File: config.mk
export PLATFORM = sky130hd
export DESIGN_NAME = share_queue
export DESIGN_NICKNAME = d
export VERILOG_FILES = /design/src/rtl/share_queue.sv
export SDC_FILE = /design/constraint.sdc
export NUM_CORES = 2
export LEC_CHECK = 0
export CAP_MARGIN = 20
export CORE_ASPECT_RATIO = 0.7
export CORE_MARGIN = 2
export CORE_UTILIZATION = 30
export CTS_CLUSTER_SIZE = 30
export DETAILED_ROUTE_END_ITERATION = 6
export SLEW_MARGIN = 20
export SYNTH_ARGS = -nofsm -noshare
export SYNTH_HDL_FRONTEND = slang
export SYNTH_SLANG_ARGS = --single-unit
File: constraint.sdc
create_clock -name clk -period 177.2 [get_ports clk]
set_clock_uncertainty 0.1 [all_clocks]
set_input_delay 53.16 -clock clk [delete_from_list [all_inputs] [get_ports clk]]
set_output_delay 53.16 -clock clk [all_outputs]
set_load 0.01 [all_outputs]
File: src/rtl/share_queue.sv
// Share qualifier and FIFO: tests each result hash against a leading-zero difficulty,
// buffers qualifying {nonce, hash} pairs and presents the head as a framed UART message.
module share_queue #(
    parameter int DEPTH_LOG = 2,
    parameter int CNT_W     = 16
) (
    input  logic                 clk,
    input  logic                 rst,
    input  logic [255:0]         hash,
    input  logic [31:0]          nonce,
    input  logic                 hash_valid,
    input  logic [7:0]           difficulty,
    output logic [511:0]         tx_data,
    output logic                 tx_req,
    input  logic                 tx_ack,
    output logic [DEPTH_LOG:0]   count,
    output logic [CNT_W-1:0]     drop_count
);

    typedef struct packed {
        logic [31:0]  nonce;
        logic [255:0] hash;
    } share_t;

    localparam int                 DEPTH = 1 << DEPTH_LOG;
    localparam logic [DEPTH_LOG:0] FULL  = (DEPTH_LOG+1)'(DEPTH);

    logic [255:0]         mask;
    logic                 hit;
    logic                 stg_hit;
    share_t               stg;
    share_t               mem [DEPTH];
    share_t               head;
    logic [DEPTH_LOG-1:0] wr_ptr, rd_ptr;
    logic                 full, push, pop, drop;

    // Top `difficulty` bits of the hash must be zero; difficulty 0 gives an empty mask.
    assign mask = ~({256{1'b1}} >> difficulty);
    assign hit  = hash_valid & ((hash & mask) == '0);

    always_ff @(posedge clk or posedge rst) begin
        if (rst) begin
            stg_hit <= 1'b0;
            stg     <= '0;
        end else begin
            stg_hit <= hit;
            stg     <= '{nonce: nonce, hash: hash};
        end
    end

    assign tx_req = (count != '0);
    assign full   = (count == FULL);
    assign pop    = tx_req & tx_ack;
    // A full queue still accepts a share when the head leaves on the same edge.
    assign push   = stg_hit & (~full | pop);
    assign drop   = stg_hit & full & ~pop;

    always_ff @(posedge clk or posedge rst) begin
        if (rst) begin
            wr_ptr     <= '0;
            rd_ptr     <= '0;
            count      <= '0;
            drop_count <= '0;
            for (int i = 0; i < DEPTH; i++) mem[i] <= '0;
        end else begin
            if (push) begin
                mem[wr_ptr] <= stg;
                wr_ptr      <= wr_ptr + (DEPTH_LOG)'(1);
            end
            if (pop) rd_ptr <= rd_ptr + (DEPTH_LOG)'(1);
            case ({push, pop})
                2'b10:   count <= count + (DEPTH_LOG+1)'(1);
                2'b01:   count <= count - (DEPTH_LOG+1)'(1);
                default: count <= count;
            endcase
            if (drop && drop_count != '1) drop_count <= drop_count + CNT_W'(1);
        end
    end

    assign head    = mem[rd_ptr];
    assign tx_data = {64'hdead432987beefaa, 144'h0, 8'haa, head.nonce, 8'haa, head.hash};

endmodule
==> results by group <==
Routing
  – Final ANT Viol Nets: 0
  – Total number of vias: 37016
  – Drt first-iter violations: 2765
  – Remaining DRCs: 0
  – Total Wirelength: 207 mm
  – First drt pass iteration count: 5
  – Via-to-Cell Ratio: 4.98
  – Wire per inst: 27.8 microns

Floorplan
  – Core area: 206000 sq um
  – Die width: around 550 microns
  – Die height: 385 microns
  – Cell row count: around 140
  – Die Area: 211000 sq um
  – Initial Util: 0.303
  – Top Ports: 832

Hold path
  – HP Class: reg -> reg
  – Hold Crit Depth: 1

Synth
  – Compound-Gate Fraction of Synth Area: 0.0300
  – Largest family of logic cells by synthesized area: multiplexers
  – Yosys top cell area share: 0.589
  – Syn. warnings: 0
  – Syn_area_per_cell: 15.8 sq um
  – Seq/Total Area, Yosys: 0.589
  – Post-Synth Adder-Cell Area: 0.00153
  – Area leader, netlist: dfrtp_1
  – Cell count after synthesis: 3943
  – Simple-gate area share of the yosys netlist: 0.0205
  – Post-synth EDFFs: 0
  – Most used DFF post-synth: dfrtp_1
  – Async S/R FF share, synth: 1.00
  – Post-Syn Area: 62200 sq um
  – Count of cell types in the netlist: 75
  – Multiplexer share of the synthesized area: 0.313
  – Synth top area cells: dfrtp_1, mux2_2, mux4_2
  – Post-synthesis xor/xnor area fraction: 0.00296
  – Synth Register Bits: 1464

Pwr
  – Pleak: 35.6 nW
  – Total power: 0.767 mW
  – VDD IR-drop max: around 0.0000079 V
  – Total power per unit cell area: 10.1 nW/um^2

Critical path
  – Cell mode on critical path: buf_4
  – Critical path type: reg -> out
  – Levels on crit path: 5
  – CP Max Fanout: 44
  – CP arrival: 5.02 ns
  – Top cell family by delay on the critical path: buffers and inverters
  – Worst r2r path cells: 8
  – CP max-delay cell: dfrtp_4
  – CP Cell Sequence: buf_4, buf_4, buf_4, mux4_2, clkdlybuf4s50_1
  – Critical path's largest stage delay: 0.86 ns
  – Required @ worst endpoint: roughly 120 ns
  – Critical Path Source Type: register
  – Crit. End Element: primary output
  – Buf/Inv on CP: 4

Final layout
  – Commonest non-fill, non-tap cell in the layout: dfrtp_1
  – Final #Nets: 4837
  – Area of the multi-input gates: 23800 sq um
  – Area Growth Syn to Fin: 21.6%
  – Core Util, Final: 0.368
  – Most frequent cells in the layout: dfrtp_1, mux2_2, clkdlybuf4s50_1
  – Fill cell count: 19342
  – Share of cells above drive strength 1: 0.378
  – Reg area: 36600 sq um

Timing
  – Worst-margin pin slew: 1.20 ns
  – Period utilisation layout: 0.329
  – Hold_ws: 0.397 ns
  – Final Max Tran Viols: 0
  – Slew HR: 0.198
  – Fmax: 0.0172 GHz
  – Setup Viol. Count Final: 0
  – Post-layout min period: 58.28 ns
  – Final Hold Violating Endpoints: 0
  – Setup slack after layout: 118.92 ns
  – Unrepaired setup endpoints after global routing: no
  – Post-route setup TNS: 0 ns

Clock tree
  – Inserted Clock Buffers: 157
  – Worst-path clk slew: 0.06 ns
  – CTS resizes: 0
  – Maximum buffer depth of the clock tree: 4
  – H-Tree Depth: 4
  – # Post-CTS Setup Buffers: 0
  – CTS hold repair buffers: 0
  – Worst-Skew Late Latency: roughly 0.80 ns
  – CTS sink cnt: 1464
  – Clock root buffer: clkbuf_16
  – CTS tree: yes

Global route
  – GRT Total Usage: 0.192
  – Total grt overflow: 0
  – First-pass GRT wire length: 291 mm
  – Largest net degree at the start of global routing: 185
  – Initial antenna violation count: between 80 and 90
  – Vias in the first global route: 37699

Flow run
  – Max Cap Violations: 0

Placed design
  – Dpl ws: 118.03 ns
  – Port bufs: 607
  – DP HPWL: 145 mm
  – RePlAce Congestion: 0.922

Run status
  – Status: completed
cell families (layout without fill, tap and decap cells):
kind of cell	count (synthesis)	in the layout
flops	1464	1464
buf+inv	485	965
xor+xnor	21	21
compound gates	281	281
simple gates	242	242
other cells	2	262
fa+ha+maj	7	7
mux	1441	1441
report_power, final:
part	internal, mW	switching (mW)
Clock	0.185	0.137
Combinational	0.0369	0.0602
Sequential	0.338	0.00947
cell type report:
type | count | area share
Multi-Input combinational cell | 2216 | 0.314
Timing Repair Buffer | 668 | 0.0881
Tap cell | 2749 | 0.0455
Clock inverter | 52 | 0.00681
Antenna cell | 38 | 0.00126
Inverter | 23 | 0.00124
Sequential cell | 1464 | 0.484
Clock buffer | 222 | 0.0586
metal layers:
metal	wire length (microns)	vias up	GRT usage	part of all wire
li1	-	15416	-	-
met1	91300	19850	0.266	0.44
met2	93400	1323	0.292	0.45
met3	13900	417	0.0455	0.067
met4	7820	10	0.0698	0.038
met5	58	-	0	0.00028
worst paths after layout:
path	startpoint	end	slack (ns)
worst max-delay path	rd_ptr[1]$_DFFE_PP0P_	tx_data[194]	118.92
worst min-delay path	mem[862]$_DFFE_PP0P_	mem[862]$_DFFE_PP0P_	0.40
worst max register to register	count[0]$_DFFE_PP0P_	mem[448]$_DFFE_PP0P_	172.47
worst min register to register	mem[862]$_DFFE_PP0P_	mem[862]$_DFFE_PP0P_	0.40
max in group asynchronous	rst	mem[1115]$_DFFE_PP0P_	119.54
min in group asynchronous	rst	stg[66]$_DFF_PP0_	52.64
synth_stat cells (13+ instances only):
cell type and count:
dfrtp_1 1464, mux2_2 1152, mux4_2 288, buf_4 224, clkbuf_1 191, o21ai_0 66, a21oi_1 65, nand2_1 58
buf_1 43, nor2_1 31, nor4_1 31, nand4_1 24, inv_1 22, nand3_1 21, nor3_1 21, o211ai_1 14
a31oi_1 13, o21a_1 13
flip-flops by register name, indices dropped and copies added (netlist names):
| signal | cells |
|---|---|
| count | 3 |
| drop_count | 16 |
| mem | 1152 |
| rd_ptr | 2 |
| stg | 288 |
| stg_hit | 1 |
| wr_ptr | 2 |
worst register-to-register path, delay by kind of cell (launching register included):
family                 cells  cell delay, ns
flip-flops                 1            0.43
buffers and inverters      4            2.54
AND/OR/NAND/NOR            3            1.05
multiplexers               1            0.48
metrics by stage:
stage	instances	cell area, sq um
after floorplan	4165	63000
after global placement	7118	70500
after detailed placement	7118	70500
after CTS	7392	75500
after global routing	7410	75600
final	7432	75600
No activity file was read; power rests on OpenSTA's default activity.
